**config.mk**
```make
export PLATFORM = sky130hd
export DESIGN_NAME = md_iteration_sequencer
export DESIGN_NICKNAME = d
export VERILOG_FILES = /design/src/rtl/md_iteration_sequencer.sv
export SDC_FILE = /design/constraint.sdc
export NUM_CORES = 1
export LEC_CHECK = 0
export BUFFER_PORTS_ARGS = -buffer_cell sky130_fd_sc_hd__buf_4
export CAP_MARGIN = 0
export CORE_MARGIN = 5
export CORE_UTILIZATION = 47
export DETAILED_ROUTE_END_ITERATION = 8
export PLACE_DENSITY = 0.77
export SLEW_MARGIN = 0
export SYNTH_ARGS = -nofsm -noshare
export SYNTH_HDL_FRONTEND = slang
export SYNTH_SLANG_ARGS = --single-unit
```
**constraint.sdc**
```tcl
create_clock -name clk -period 2.53 [get_ports clk]
set_input_delay 0.1265 -clock clk [delete_from_list [all_inputs] [get_ports clk]]
set_output_delay 0.1265 -clock clk [all_outputs]
set_load 0.01 [all_outputs]
```
**src/rtl/md_iteration_sequencer.sv**
```systemverilog
// md_iteration_sequencer: run sequencer for the range-limited MD core.
// Launches each timestep, tracks per-PE reference-particle writeback, waits a
// fixed drain window for ring traffic, then fires motion update once every
// force write has landed. Repeats for a programmed number of iterations.
//
// Ports:
//   clk, rst                  clock, asynchronous active-low reset
//   start, num_iters          begin a run of num_iters timesteps (0 = immediate run_done)
//   reading_done_all          broadcast controller: all PEs finished reading
//   filter_buffer_empty_all   all PE filter buffers empty
//   force_cache_buf_empty     all force-cache input buffers empty
//   force_wr_enable           ring-to-force-cache write strobes, one per cell
//   ref_wb_issued             per-PE ref force writeback pulse
//   goto_next_ref             broadcast controller: advance to next ref particle
//   mu_done                   motion update finished pulse
//   iter_start                one-cycle pulse, timestep launch
//   all_ref_wb_issued         every PE has issued the current ref writeback
//   interconnect_empty        drain window elapsed
//   all_force_wr_issued       combinational AND of all completion conditions (FORCE only)
//   motion_update_start       one-cycle pulse to motion-update control
//   busy                      sequencer not idle
//   run_done                  one-cycle pulse when the run completes
//   iter_count                completed iterations in the current run
//   watchdog_err              sticky stall flag (only with MD_SEQ_WATCHDOG_EN)
//
// Optional feature: define MD_SEQ_WATCHDOG_EN to add a stall watchdog on FORCE
// and MU_WAIT (parameter WATCHDOG_CYCLES, output watchdog_err).
module md_iteration_sequencer #(
  parameter int unsigned NUM_CELLS    = 64,
  parameter int unsigned DRAIN_CYCLES = 64,
  parameter int unsigned ITER_WIDTH   = 16
`ifdef MD_SEQ_WATCHDOG_EN
  , parameter int unsigned WATCHDOG_CYCLES = 1048576
`endif
) (
  input  logic                  clk,
  input  logic                  rst,
  input  logic                  start,
  input  logic [ITER_WIDTH-1:0] num_iters,
  input  logic                  reading_done_all,
  input  logic                  filter_buffer_empty_all,
  input  logic                  force_cache_buf_empty,
  input  logic [NUM_CELLS-1:0]  force_wr_enable,
  input  logic [NUM_CELLS-1:0]  ref_wb_issued,
  input  logic                  goto_next_ref,
  input  logic                  mu_done,
  output logic                  iter_start,
  output logic                  all_ref_wb_issued,
  output logic                  interconnect_empty,
  output logic                  all_force_wr_issued,
  output logic                  motion_update_start,
  output logic                  busy,
  output logic                  run_done,
  output logic [ITER_WIDTH-1:0] iter_count
`ifdef MD_SEQ_WATCHDOG_EN
  , output logic                watchdog_err
`endif
);

  localparam int unsigned DRAIN_W = $clog2(DRAIN_CYCLES + 1);

  typedef enum logic [1:0] {IDLE, LAUNCH, FORCE, MU_WAIT} state_t;

  state_t                state, state_nx;
  logic [NUM_CELLS-1:0]  cap, cap_nx;
  logic [DRAIN_W-1:0]    drain_cnt, drain_nx;
  logic [ITER_WIDTH-1:0] target, target_nx, iter_count_nx;
  logic                  all_ref_nx, ie_nx;
  logic                  iter_start_nx, mu_start_nx, run_done_nx;

`ifdef MD_SEQ_WATCHDOG_EN
  localparam int unsigned WD_W = $clog2(WATCHDOG_CYCLES + 1);
  logic [WD_W-1:0] wd_cnt, wd_nx;
  logic            wd_err_nx;
`endif

  // Completion AND; only meaningful while collecting forces.
  assign all_force_wr_issued = (state == FORCE) && (force_wr_enable == '0) &&
                               force_cache_buf_empty && filter_buffer_empty_all &&
                               all_ref_wb_issued && interconnect_empty;

  // Next-state and registered-output logic.
  always_comb begin
    state_nx      = state;
    cap_nx        = cap;
    drain_nx      = drain_cnt;
    all_ref_nx    = all_ref_wb_issued;
    target_nx     = target;
    iter_count_nx = iter_count;
    iter_start_nx = 1'b0;
    mu_start_nx   = 1'b0;
    run_done_nx   = 1'b0;
`ifdef MD_SEQ_WATCHDOG_EN
    wd_nx         = '0;
    wd_err_nx     = watchdog_err;
`endif

    case (state)
      IDLE: begin
        cap_nx     = '0;
        drain_nx   = '0;
        all_ref_nx = 1'b0;
        if (start) begin
          iter_count_nx = '0;
          if (num_iters != '0) begin
            target_nx     = num_iters;
            state_nx      = LAUNCH;
            iter_start_nx = 1'b1;
          end else begin
            run_done_nx = 1'b1;
          end
        end
      end

      LAUNCH: begin
        cap_nx     = '0;
        drain_nx   = '0;
        all_ref_nx = 1'b0;
        state_nx   = FORCE;
      end

      FORCE: begin
        if (goto_next_ref) begin
          // Writebacks landing in the clearing cycle belong to the next ref.
          cap_nx     = ref_wb_issued;
          drain_nx   = '0;
          all_ref_nx = 1'b0;
        end else begin
          cap_nx = cap | ref_wb_issued;
          if (!all_ref_wb_issued && (&cap_nx)) begin
            all_ref_nx = 1'b1;
            drain_nx   = '0;
          end else if (all_ref_wb_issued && (drain_cnt != DRAIN_W'(DRAIN_CYCLES))) begin
            drain_nx = drain_cnt + DRAIN_W'(1);
          end
        end
        if (reading_done_all && all_force_wr_issued) begin
          state_nx    = MU_WAIT;
          mu_start_nx = 1'b1;
        end
      end

      MU_WAIT: begin
        cap_nx     = '0;
        drain_nx   = '0;
        all_ref_nx = 1'b0;
        if (mu_done) begin
          iter_count_nx = iter_count + ITER_WIDTH'(1);
          if (iter_count_nx == target) begin
            state_nx    = IDLE;
            run_done_nx = 1'b1;
          end else begin
            state_nx      = LAUNCH;
            iter_start_nx = 1'b1;
          end
        end
      end

      default: state_nx = IDLE;
    endcase

`ifdef MD_SEQ_WATCHDOG_EN
    // Stall detector: counts cycles spent without a state change.
    if (state == IDLE && start) begin
      wd_err_nx = 1'b0;
    end
    if ((state == FORCE || state == MU_WAIT) && (state_nx == state)) begin
      if (wd_cnt == WD_W'(WATCHDOG_CYCLES - 1)) begin
        state_nx  = IDLE;
        wd_err_nx = 1'b1;
      end else begin
        wd_nx = wd_cnt + WD_W'(1);
      end
    end
`endif

    ie_nx = all_ref_nx && (drain_nx == DRAIN_W'(DRAIN_CYCLES));
  end

  // State and output registers.
  always_ff @(posedge clk or negedge rst) begin
    if (!rst) begin
      state               <= IDLE;
      cap                 <= '0;
      drain_cnt           <= '0;
      target              <= '0;
      iter_count          <= '0;
      all_ref_wb_issued   <= 1'b0;
      interconnect_empty  <= 1'b0;
      iter_start          <= 1'b0;
      motion_update_start <= 1'b0;
      run_done            <= 1'b0;
      busy                <= 1'b0;
`ifdef MD_SEQ_WATCHDOG_EN
      wd_cnt              <= '0;
      watchdog_err        <= 1'b0;
`endif
    end else begin
      state               <= state_nx;
      cap                 <= cap_nx;
      drain_cnt           <= drain_nx;
      target              <= target_nx;
      iter_count          <= iter_count_nx;
      all_ref_wb_issued   <= all_ref_nx;
      interconnect_empty  <= ie_nx;
      iter_start          <= iter_start_nx;
      motion_update_start <= mu_start_nx;
      run_done            <= run_done_nx;
      busy                <= (state_nx != IDLE);
`ifdef MD_SEQ_WATCHDOG_EN
      wd_cnt              <= wd_nx;
      watchdog_err        <= wd_err_nx;
`endif
    end
  end

endmodule
```
==> impl_summary.log, run 1 <==
INFO  metric post-dp-hpwl = between 10 and 15 mm
INFO  metric netlist.area_leader.share = 0.482
INFO  metric fin_nets = between 900 and 1,000
INFO  metric routed_length_per_placed_instance = approximately 18 um
INFO  metric hold_class = input pin to flip-flop
INFO  metric dp.cells = between 900 and 1,000
INFO  metric crit_path_end_kind = flip-flop
INFO  metric r2r-start = iter_count[0]$_DFFE_PN0P_
INFO  metric rr_endpoint = busy$_DFF_PN0_
INFO  metric clock_sink_count = roughly 110
INFO  metric hold_violations = 0
INFO  metric max_freq = approximately 0.40 GHz
INFO  metric drive_gt1_frac = 0.324
INFO  metric finalCriticalPeriod = approximately 2.5 ns
INFO  metric grt_first_pass_wirelength = around 28 mm
INFO  metric clock_latency = around 0.36 ns
INFO  metric syn_std_cell_area = ~5800 sq um
INFO  metric min_delay_path_depth = 2
INFO  metric cts_buf_count = 9
INFO  metric diodes_inserted = 0
INFO  metric final-setup-viol-count = 0
INFO  metric synth_sequential_area_ratio = 0.482
INFO  metric synth_async_sr_flop_share = 1.00
INFO  metric critical_path.max_fanout = 4
INFO  metric outcome = completed
INFO  metric hold_end = cap[60]$_DFF_PN0_
INFO  metric antenna_violations_before_repair = 0
INFO  metric post_route_fraction_of_the_period_consumed_by_the_critical_path = 0.994
INFO  metric remaining_drc_errors = 0
INFO  metric synth_ff_type = dfrtp_1
INFO  metric port_buffers = roughly 170
INFO  metric die-width = roughly 120 um
INFO  metric gp_congestion = ~0.87
INFO  metric tritoncts_clock_tree = built
INFO  metric globalRouteTotalUtil = 0.242
INFO  metric timing.reg2reg.setup_slack = 0.02 ns
INFO  metric detail_route.vias_per_cell = 5.64
INFO  metric area_growth_syn_to_layout = 46.1%
INFO  metric design.portCount = 175
INFO  metric total_power_divided_by_cell_area = 442 nW/um^2
INFO  metric synth_area_per_cell = 10.0 sq um
INFO  metric yosys_warnings = 0
INFO  metric total_leakage_power = approximately 3.7 nW
INFO  metric drv_cap = 0
INFO  metric via_count = between 5,000 and 6,000
INFO  metric synthTopCellsByArea = dfrtp_1 48%, o21a_1 8.5%, nor2b_1 7.6%
INFO  metric chipHeight = around 120 um
INFO  metric timing.max_slew.rel_slack = 0.513
INFO  metric slew_viol_final = 0
INFO  metric rows = 40
INFO  metric core_footprint = between 10,000 and 15,000 sq um
INFO  metric synth_nets = roughly 730
INFO  metric netlist.top_cell.by_area = dfrtp_1
INFO  metric number_of_global_route_vias_before_repair = approximately 5,700
INFO  metric whs = slightly above 0.008 ns
INFO  metric die_area = approximately 15,000 sq um
INFO  metric rsz_0062_raised_after_global_routing = yes
INFO  metric overflow_left_after_global_routing = 0
INFO  metric post_layout_nonfiller_instances = between 900 and 1,000
INFO  metric start_util = 0.480
INFO  metric number_of_enable_flip_flop_cells_after_synthesis = 0
INFO  metric reg2regPathDepth = 7
INFO  metric dr.pass1.iters = 5
INFO  metric tightest_slew = 0.730 ns
INFO  metric layout_common_cells = 210 x buf_4, 104 x dfrtp_1, 70 x nor2b_1
INFO  metric grt_start_max_net_pins = just under 70
INFO  metric vdd_drop_max = 0.473 mV
INFO  metric mostFrequentLayoutCell = buf_4
INFO  metric timing.critical_path.from_type = flip-flop
INFO  metric htreeDepth = 3
INFO  metric ys_types = 53
INFO  metric worst-endpoint-required = roughly 2.8 ns
INFO  metric yosys_register_bits = ~110
INFO  metric final.fill_count = about 890
INFO  metric drt_first_iter_violations = approximately 450
INFO  metric routed_wirelength = between 15 and 20 mm
INFO  metric detail-route-antenna-nets = 0
INFO  metric worst_clock_skew = ~0.0085 ns
INFO  metric max-clock-path-buffers = 2
INFO  metric kind_of_critical_path = flip-flop to flip-flop
INFO  metric clock_tree.root_cell = clkbuf_16
INFO  metric worst-endpoint-arrival = 2.76 ns
INFO  metric clk_pin_slew = 0.07 ns
INFO  metric min-delay-start = ref_wb_issued[60]
INFO  metric syn_inst = approximately 570
[layout make-up]
| type | instances | area (sq um) | area share |
|---|---|---|---|
| Clock buffer | 10 | 229 | 0.0272 |
| Clock inverter | 4 | 32.5 | 0.00386 |
| Sequential cell | 111 | 2790 | 0.331 |
| Inverter | 11 | 41.3 | 0.00490 |
| Timing Repair Buffer | 271 | 2200 | 0.261 |
| Multi-Input combinational cell | 429 | 2950 | 0.350 |
| Tap cell | 147 | 184 | 0.0218 |
[worst max-delay path by stage]
| stage | from | end | cells after the start |
|---|---|---|---|
| 2_1_floorplan | iter_count[1]$_DFFE_PN0P_ | busy$_DFF_PN0_ | 9 |
| 3_3_place_gp | iter_count[0]$_DFFE_PN0P_ | busy$_DFF_PN0_ | 9 |
| 3_5_place_dp | iter_count[0]$_DFFE_PN0P_ | busy$_DFF_PN0_ | 9 |
| 4_1_cts | iter_count[0]$_DFFE_PN0P_ | run_done$_DFF_PN0_ | 10 |
| 5_1_grt | iter_count[5]$_DFFE_PN0P_ | busy$_DFF_PN0_ | 7 |
| 6_report | iter_count[0]$_DFFE_PN0P_ | busy$_DFF_PN0_ | 7 |
[flip-flops by register name, summed over array words and instances (netlist names)]
name                 flops
state                    2
drain_cnt                7
run_done                 1
interconnect_empty       1
iter_count              16
busy                     1
all_ref_wb_issued        1
target                  16
motion_update_start      1
iter_start               1
cap                     64
[power by group]
part | total, mW | switching [mW] | internal (mW) | leakage, nW
Clock | 1.32 | 0.656 | 0.664 | 0.121
Combinational | 0.525 | 0.204 | 0.320 | 2.30
Sequential | 1.88 | 0.0336 | 1.84 | 1.32
[worst max-delay path: stages, from the launching register on]
cell	delay, ns
dfrtp_2	0.43
buf_4	0.15
and3_1	0.19
or4_1	0.50
a221oi_2	0.25
nand4_1	0.17
or4b_1	0.52
a31o_1	0.20
[Yosys cell counts (all sizes together) (2+ instances only)]
master,count
nor4,26
o31ai,3
or4,3
o21ai,31
nand4,12
a31oi,2
nor2b,70
dfrtp,111
nor4b,3
clkbuf,17
buf,8
ha,7
o21a,65
xor2,10
a21oi,10
nand3,11
o22ai,33
and3,4
nor2,34
or3,3
and2,7
nand3b,2
a2111oi,2
xnor2,15
or2,2
mux2i,3
mux2,16
inv,11
nand2,28
nor3,10
[what timing repair did]
item,CTS,global route
cloned,0,2
pin swaps,4,6
hold buffers,59,0
gates resized for setup,3,18
setup endpoints to repair,2,4
endpoints found under the hold margin,90,0
buffers inserted,1,3
[metal layers]
| layer | up-vias | GRT usage | wire (um) |
|---|---|---|---|
| met5 | - | 0 | 0 |
| met4 | 0 | 0.0871 | 468 |
| met3 | 42 | 0.0790 | 1600 |
| met2 | 261 | 0.438 | 9300 |
| met1 | 2649 | 0.263 | 6620 |
| li1 | 2591 | - | - |
[cells by family (layout without fill, tap and decap cells)]
group / after synthesis / after routing / share of synthesized area
DFF: 111 / 111 / 0.482
muxes: 19 / 19 / 0.0365
and+or+nand+nor: 221 / 223 / 0.224
AOI/OAI and AO/OA: 155 / 155 / 0.179
adders and majority gates: 7 / 7 / 0.0152
buffers and inverters: 36 / 296 / 0.0248
xor gates and xnor gates: 25 / 25 / 0.0380
[through the flow]
stage          power (mW)  setup WS [ns]  area, sq um  setup TNS (ns)  utilization
2_1_floorplan        2.06        -0.0209         5790         -0.0209            -
3_3_place_gp         2.33       -0.00528         7430        -0.00528        0.619
3_5_place_dp         2.35        -0.0923         7430          -0.148        0.619
4_1_cts              3.74        0.00143         8310               0        0.691
5_1_grt              3.87        -0.0465         8420         -0.0829        0.701
6_report             3.72         0.0151         8420               0        0.701
Note: power is estimated with default switching activity, not from simulation.
==> run 2, diff against run 1 <==
Settings changed: CORE_UTILIZATION 47 to 38, PLACE_DENSITY 0.77 to not set.
==> impl_summary.log, run 2 (same netlist as run 1, synthesis figures left out) <==
INFO  metric outcome = finished with violations (was completed)
INFO  metric failed_checks = setup timing
INFO  metric critical_path.max_fanout = 6 (was 4)
INFO  metric crit_path_end_kind = flip-flop (unchanged)
INFO  metric detail_route.vias_per_cell = 5.18 (was 5.64)
INFO  metric post_route_fraction_of_the_period_consumed_by_the_critical_path = 1.00 (was 0.994)
INFO  metric clk_pin_slew = 0.07 ns (about the same)
INFO  metric number_of_flip_flops_in_the_largest_register = 64 (unchanged)
INFO  metric remaining_drc_errors = 0 (unchanged)
INFO  metric routed_length_per_placed_instance = 16.3 um (was 18.3 um)
INFO  metric max_freq = 0.394 GHz (was 0.398 GHz)
INFO  metric tightest_slew = 0.947 ns (was 0.730 ns)
INFO  metric worst_clock_skew = 0.00883 ns (was 0.00850 ns)
INFO  metric design.portCount = 175 (unchanged)
INFO  metric diodes_inserted = 0 (unchanged)
INFO  metric drive_gt1_frac = 0.317 (was 0.324)
INFO  metric grt_start_max_net_pins = 69 (unchanged)
INFO  metric final.fill_count = 1,305 (was 891)
INFO  metric vdd_drop_max = 0.321 mV (was 0.473 mV)
INFO  metric max-clock-path-buffers = 2 (unchanged)
INFO  metric worst-endpoint-required = 2.77 ns (about the same)
INFO  metric total_leakage_power = 3.78 nW (was 3.75 nW)
INFO  metric kind_of_critical_path = flip-flop to flip-flop (unchanged)
INFO  metric cts_buf_count = 9 (unchanged)
INFO  metric via_count = 5,324 (was 5,543)
INFO  metric detail-route-antenna-nets = 0 (unchanged)
INFO  metric post-dp-hpwl = 11.9 mm (was 12.4 mm)
INFO  metric layout_common_cells = 210 x buf_4, 109 x dfrtp_1, 70 x nor2b_1 (was 210 x buf_4, 104 x dfrtp_1, 70 x nor2b_1)
INFO  metric grt_first_pass_wirelength = 27.6 mm (was 27.8 mm)
INFO  metric hold_violations = 0 (unchanged)
INFO  metric postPlaceCellArea = 7460 sq um (was 7430 sq um)
INFO  metric rows = 45 (was 40)
INFO  metric antenna_violations_before_repair = 0 (unchanged)
INFO  metric die-width = 133 um (was 121 um)
INFO  metric rsz_0062_raised_after_global_routing = yes (unchanged)
INFO  metric hold_class = input pin to flip-flop (unchanged)
INFO  metric area_growth_syn_to_layout = 47.6% (was 46.1%)
INFO  metric start_util = 0.383 (was 0.480)
INFO  metric timing.max_slew.rel_slack = 0.369 (was 0.513)
INFO  metric mostFrequentLayoutCell = buf_4 (unchanged)
INFO  metric worst-endpoint-arrival = 2.78 ns (was 2.76 ns)
INFO  metric slew_viol_final = 0 (unchanged)
INFO  metric final_core_utilization = 0.565 (was 0.701)
INFO  metric tritoncts_clock_tree = built (unchanged)
INFO  metric clock_sink_count = 111 (unchanged)
INFO  metric core_footprint = 15,000 sq um (was 12,000 sq um)
INFO  metric final_cell_area = 8500 sq um (was 8420 sq um)
INFO  metric finalCriticalPeriod = 2.54 ns (was 2.51 ns)
INFO  metric routed_wirelength = 16.7 mm (was 18.0 mm)
INFO  metric clock_latency = 0.36 ns (about the same)
INFO  metric die_area = 17,700 sq um (was 14,600 sq um)
INFO  metric drv_cap = 0 (unchanged)
INFO  metric timing.critical_path.from_type = flip-flop (unchanged)
INFO  metric overflow_left_after_global_routing = 0 (unchanged)
INFO  metric number_of_global_route_vias_before_repair = 5,595 (was 5,724)
INFO  metric port_buffers = 174 (unchanged)
INFO  metric globalRouteTotalUtil = 0.189 (was 0.242)
INFO  metric drt_first_iter_violations = 284 (was 447)
INFO  metric dr.pass1.iters = 4 (was 5)
INFO  metric biggestRegsByFlops = cap (64), iter_count (16), target (16) (unchanged)
INFO  metric clock_tree.root_cell = clkbuf_16 (unchanged)
INFO  metric final-setup-viol-count = 1 (was 0)
INFO  metric fin_nets = 993 (was 992)
INFO  metric gp_congestion = 0.860 (was 0.870)
INFO  metric htreeDepth = 3 (unchanged)
INFO  metric chipHeight = 133 um (was 121 um)
INFO  metric fin_ws = -0.00968 ns (was 0.0151 ns)
INFO  metric total_power_divided_by_cell_area = 443 nW/um^2 (was 442 nW/um^2)
INFO  metric max_flop_register = cap (unchanged)
-- run 2: cell count changes in the layout (fill, tap and decap cells not counted), moves of 2 or more --
cell	delta
dfrtp_2	-5
inv_6	+2
dlygate4sd3_1	+4
nor4_2	-2
or3_4	+2
dfrtp_1	+5
-- run 2: cell type report --
| class | count | area [sq um] | area share |
|---|---|---|---|
| inverter | 11 | 41.3 | 0.00486 |
| multi-input combinational | 428 | 2960 | 0.348 |
| clock buffer | 10 | 229 | 0.0269 |
| timing repair buffer | 273 | 2210 | 0.260 |
| tap | 188 | 235 | 0.0277 |
| clock inverter | 6 | 50.0 | 0.00589 |
| sequential | 111 | 2780 | 0.327 |
-- run 2: power by group --
group | leakage (nW) | switching (mW) | internal (mW)
clock network | 0.136 | 0.690 | 0.686
logic | 2.32 | 0.198 | 0.323
registers | 1.33 | 0.0324 | 1.84
-- run 2: timing repair --
item | CTS | global route
setup buffers | 1 | 2
endpoints found under the setup margin | 4 | 4
cloned | 1 | 0
pin swaps | 3 | 2
hold buffers | 62 | 1
gates resized for setup | 6 | 12
hold endpoints to repair | 172 | 1
-- run 2: critical path, stage by stage (launching register included) --
cell and delay [ns]:
dfrtp_1 0.40, ha_4 0.21, nand3_4 0.12, o21a_1 0.22
or3_4 0.33, a221oi_2 0.24, nand4_1 0.18, or4b_4 0.54
a31o_1 0.20
-- run 2: path summary, 6_finish.rpt --
kind / endpoint / from / slack, ns / cells past startpoint
worst max-delay path: busy$_DFF_PN0_ / iter_count[1]$_DFFE_PN0P_ / -0.01 / 8
worst min-delay path: cap[59]$_DFF_PN0_ / ref_wb_issued[59] / 0.01 / 2
worst max register to register: busy$_DFF_PN0_ / iter_count[1]$_DFFE_PN0P_ / -0.01 / 8
worst min register to register: target[11]$_DFFE_PN0P_ / target[11]$_DFFE_PN0P_ / 0.54 / 1
max in group asynchronous: cap[58]$_DFF_PN0_ / rst / 1.54 / 3
min in group asynchronous: iter_count[3]$_DFFE_PN0P_ / rst / 0.42 / 3
-- run 2: per-stage QoR --
step | power (mW) | setup TNS, ns | hold slack (ns) | setup slack (ns) | instances
6_report | 3.77 | -0.00968 | 0.0130 | -0.00968 | 1027
5_1_grt | 3.94 | -0.361 | 0.00434 | -0.183 | 1027
4_1_cts | 3.82 | -0.0310 | 0.00158 | -0.0310 | 1024
3_5_place_dp | 2.35 | -0.257 | 0.284 | -0.133 | 944
3_3_place_gp | 2.33 | -0.139 | 0.274 | -0.0813 | 944
2_1_floorplan | 2.06 | -0.0209 | -0.169 | -0.0209 | 574
-- run 2: layer usage --
metal | vias up | share of wire | GRT usage
met5 | - | 0 | 0
met4 | 0 | 0.015 | 0.0514
met3 | 18 | 0.046 | 0.0465
met2 | 122 | 0.51 | 0.326
met1 | 2595 | 0.43 | 0.238
li1 | 2589 | - | -
==> run 3, diff against run 2 <==
Settings changed: SETUP_SLACK_MARGIN set to 0.4.
==> impl_summary.log, run 3 (same netlist as run 1, synthesis figures left out) <==
INFO  metric outcome = finished with violations (unchanged)
INFO  metric failed_checks = setup timing (unchanged)
INFO  metric worst-endpoint-required = 2.77 ns (about the same)
INFO  metric post_layout_nonfiller_instances = 1,040 (was 1,027)
INFO  metric drive_gt1_frac = 0.339 (was 0.317)
INFO  metric tritoncts_clock_tree = built (unchanged)
INFO  metric gp_congestion = 0.867 (was 0.860)
INFO  metric whs = 0.0139 ns (was 0.0130 ns)
INFO  metric detail_route.vias_per_cell = 5.09 (was 5.18)
INFO  metric dp.cells = 948 (was 944)
INFO  metric dr.pass1.iters = 5 (was 4)
INFO  metric max-clock-path-buffers = 2 (unchanged)
INFO  metric port_buffers = 174 (unchanged)
INFO  metric core_footprint = 15,000 sq um (unchanged)
INFO  metric drt_first_iter_violations = 284 (unchanged)
INFO  metric slew_viol_final = 0 (unchanged)
INFO  metric fin_ws = -0.0368 ns (was -0.00968 ns)
INFO  metric finalCriticalPeriod = 2.57 ns (was 2.54 ns)
INFO  metric critical_path.max_fanout = 5 (was 6)
INFO  metric min-delay-start = ref_wb_issued[49] (was ref_wb_issued[59])
INFO  metric overflow_left_after_global_routing = 0 (unchanged)
INFO  metric start_util = 0.383 (unchanged)
INFO  metric drv_cap = 0 (unchanged)
INFO  metric number_of_flip_flops_in_the_largest_register = 64 (unchanged)
INFO  metric max_flop_register = cap (unchanged)
INFO  metric global_route.usage.met1 = 0.232 (was 0.238)
INFO  metric chipHeight = 133 um (unchanged)
INFO  metric cts_buf_count = 9 (unchanged)
INFO  metric hold_end = cap[49]$_DFF_PN0_ (was cap[59]$_DFF_PN0_)
INFO  metric htreeDepth = 3 (unchanged)
INFO  metric reg2regPathDepth = 8 (unchanged)
INFO  metric final_core_utilization = 0.576 (was 0.565)
INFO  metric clk_pin_slew = 0.08 ns (was 0.07 ns)
INFO  metric routed_length_per_placed_instance = 15.9 um (was 16.3 um)
INFO  metric postPlaceCellArea = 7510 sq um (was 7460 sq um)
INFO  metric hold_class = input pin to flip-flop (unchanged)
INFO  metric area_growth_syn_to_layout = 50.2% (was 47.6%)
INFO  metric max_freq = 0.390 GHz (was 0.394 GHz)
INFO  metric grt.busiest_layer = met2 (unchanged)
INFO  metric final_cell_area = 8650 sq um (was 8500 sq um)
INFO  metric die-width = 133 um (unchanged)
INFO  metric total_power_divided_by_cell_area = 434 nW/um^2 (was 443 nW/um^2)
INFO  metric design.portCount = 175 (unchanged)
INFO  metric via_count = 5,290 (was 5,324)
INFO  metric timing.reg2reg.setup_slack = -0.04 ns (was -0.01 ns)
INFO  metric critical-path-top-delay-family = simple AND/OR/NAND/NOR gates (unchanged)
INFO  metric min_delay_path_depth = 2 (unchanged)
INFO  metric grt_start_max_net_pins = 112 (was 69)
INFO  metric worst-endpoint-arrival = 2.81 ns (was 2.78 ns)
INFO  metric globalRouteTotalUtil = 0.188 (was 0.189)
INFO  metric worst_clock_skew = 0.00873 ns (was 0.00883 ns)
INFO  metric rr_endpoint = busy$_DFF_PN0_ (unchanged)
INFO  metric hold_violations = 0 (unchanged)
INFO  metric kind_of_critical_path = flip-flop to flip-flop (unchanged)
INFO  metric cp_slowest_stage_delay = 0.54 ns (about the same)
INFO  metric final.fill_count = 1,275 (was 1,305)
INFO  metric vdd_drop_max = 0.422 mV (was 0.321 mV)
INFO  metric post_route_fraction_of_the_period_consumed_by_the_critical_path = 1.01 (was 1.00)
INFO  metric tightest_slew = 0.704 ns (was 0.947 ns)
INFO  metric antenna_violations_before_repair = 0 (unchanged)
INFO  metric clock_tree.root_cell = clkbuf_16 (unchanged)
INFO  metric clock_sink_count = 111 (unchanged)
INFO  metric timing.critical_path.from_type = flip-flop (unchanged)
INFO  metric total_leakage_power = 3.87 nW (was 3.78 nW)
INFO  metric diodes_inserted = 0 (unchanged)
INFO  metric crit_path_end_kind = flip-flop (unchanged)
INFO  metric grt_use_met2 = 0.327 (was 0.326)
INFO  metric mostFrequentLayoutCell = buf_4 (unchanged)
INFO  metric fin_nets = 1,006 (was 993)
INFO  metric groute.layer.met3.usage = 0.0566 (was 0.0465)
INFO  metric routed_wirelength = 16.5 mm (was 16.7 mm)
INFO  metric die_area = 17,700 sq um (unchanged)
INFO  metric detail-route-antenna-nets = 0 (unchanged)
INFO  metric timing.max_slew.rel_slack = 0.531 (was 0.369)
INFO  metric final-setup-viol-count = 2 (was 1)
INFO  metric clock_latency = 0.35 ns (was 0.36 ns)
INFO  metric rsz_0062_raised_after_global_routing = yes (unchanged)
INFO  metric biggestRegsByFlops = cap (64), iter_count (16), target (16) (unchanged)
INFO  metric crit_path_cell_trace = ha_4 -> nand3_4 -> o21a_1 -> or3_4 -> a221oi_2 -> nand4_1 -> or4b_1 -> a31o_1 (was ha_4 -> nand3_4 -> o21a_1 -> or3_4 -> a221oi_2 -> nand4_1 -> or4b_4 -> a31o_1)
INFO  metric worstPathBufferInverterCount = 0 (unchanged)
INFO  metric r2r-start = iter_count[1]$_DFFE_PN0P_ (unchanged)
INFO  metric remaining_drc_errors = 0 (unchanged)
INFO  metric rows = 45 (unchanged)
INFO  metric slowest_stage = or4b_1 (was or4b_4)
INFO  metric number_of_global_route_vias_before_repair = 5,558 (was 5,595)
INFO  metric grt_first_pass_wirelength = 27.5 mm (was 27.6 mm)
INFO  metric post-dp-hpwl = 11.7 mm (was 11.9 mm)
INFO  metric layout_common_cells = 221 x buf_4, 104 x dfrtp_1, 69 x nor2b_1 (was 210 x buf_4, 109 x dfrtp_1, 70 x nor2b_1)
-- run 3: cell types whose count changed in the layout (fill, tap and decap cells not counted), sizes merged --
| cell | before | now |
|---|---|---|
| buf | 210 | 223 |
| clkinv | 1 | 4 |
| clkbuf | 10 | 9 |
| clkinvlp | 1 | 0 |
| inv | 15 | 14 |
-- run 3: repair_timing --
| action | in CTS | in global routing |
|---|---|---|
| hold endpoints to repair | 171 | 2 |
| gates resized for setup | 19 | 13 |
| pin swaps | 11 | 4 |
| cloned | 1 | 0 |
| endpoints found under the setup margin | 6 | 27 |
| hold buffers | 61 | 2 |
| setup buffers | 10 | 2 |
-- run 3: power by group --
group	switching [mW]	internal (mW)	leakage, nW
Combinational	0.195	0.324	2.40
Clock	0.684	0.683	0.143
Sequential	0.0320	1.84	1.32
Total	0.911	2.85	3.87
-- run 3: worst max-delay path by stage --
| stage | startpoint | end | slack [ns] | cells past startpoint |
|---|---|---|---|---|
| 4_1_cts | iter_count[1]$_DFFE_PN0P_ | busy$_DFF_PN0_ | -0.0003 | 8 |
| 3_3_place_gp | iter_count[0]$_DFFE_PN0P_ | busy$_DFF_PN0_ | -0.06 | 9 |
| 6_report | iter_count[1]$_DFFE_PN0P_ | busy$_DFF_PN0_ | -0.04 | 8 |
| 5_1_grt | iter_count[1]$_DFFE_PN0P_ | busy$_DFF_PN0_ | -0.11 | 8 |
| 3_5_place_dp | iter_count[1]$_DFFE_PN0P_ | busy$_DFF_PN0_ | -0.12 | 8 |
| 2_1_floorplan | iter_count[1]$_DFFE_PN0P_ | busy$_DFF_PN0_ | -0.02 | 9 |
-- run 3: metrics by stage --
step	worst slack, ns	total power [mW]	setup TNS, ns
final	-0.0368	3.76	-0.0562
after global routing	-0.106	3.94	-0.193
after CTS	-0.000304	3.81	-0.000304
after detailed placement	-0.118	2.35	-0.205
after global placement	-0.0597	2.33	-0.0921
after floorplan	-0.0209	2.06	-0.0209
-- run 3: worst register-to-register path: cells and delay by family, from the launching register on --
kind	cells	cell delay [ns]
adders and majority gates	1	0.18
AOI/OAI and AO/OA	3	0.69
and+or+nand+nor	4	1.20
DFF	1	0.39
-- run 3: layout make-up --
type / count / area (sq um) / share of cell area
sequential: 111 / 2790 / 0.322
clock buffer: 9 / 225 / 0.0260
multi-input combinational: 428 / 2990 / 0.345
tap: 188 / 235 / 0.0272
inverter: 11 / 41.3 / 0.00477
timing repair buffer: 286 / 2320 / 0.268
clock inverter: 7 / 57.6 / 0.00665
-- run 3: metal layers --
layer	part of all wire	up-vias
met4	0.012	0
met5	0	-
met1	0.42	2529
li1	-	2618
met3	0.056	16
met2	0.51	127
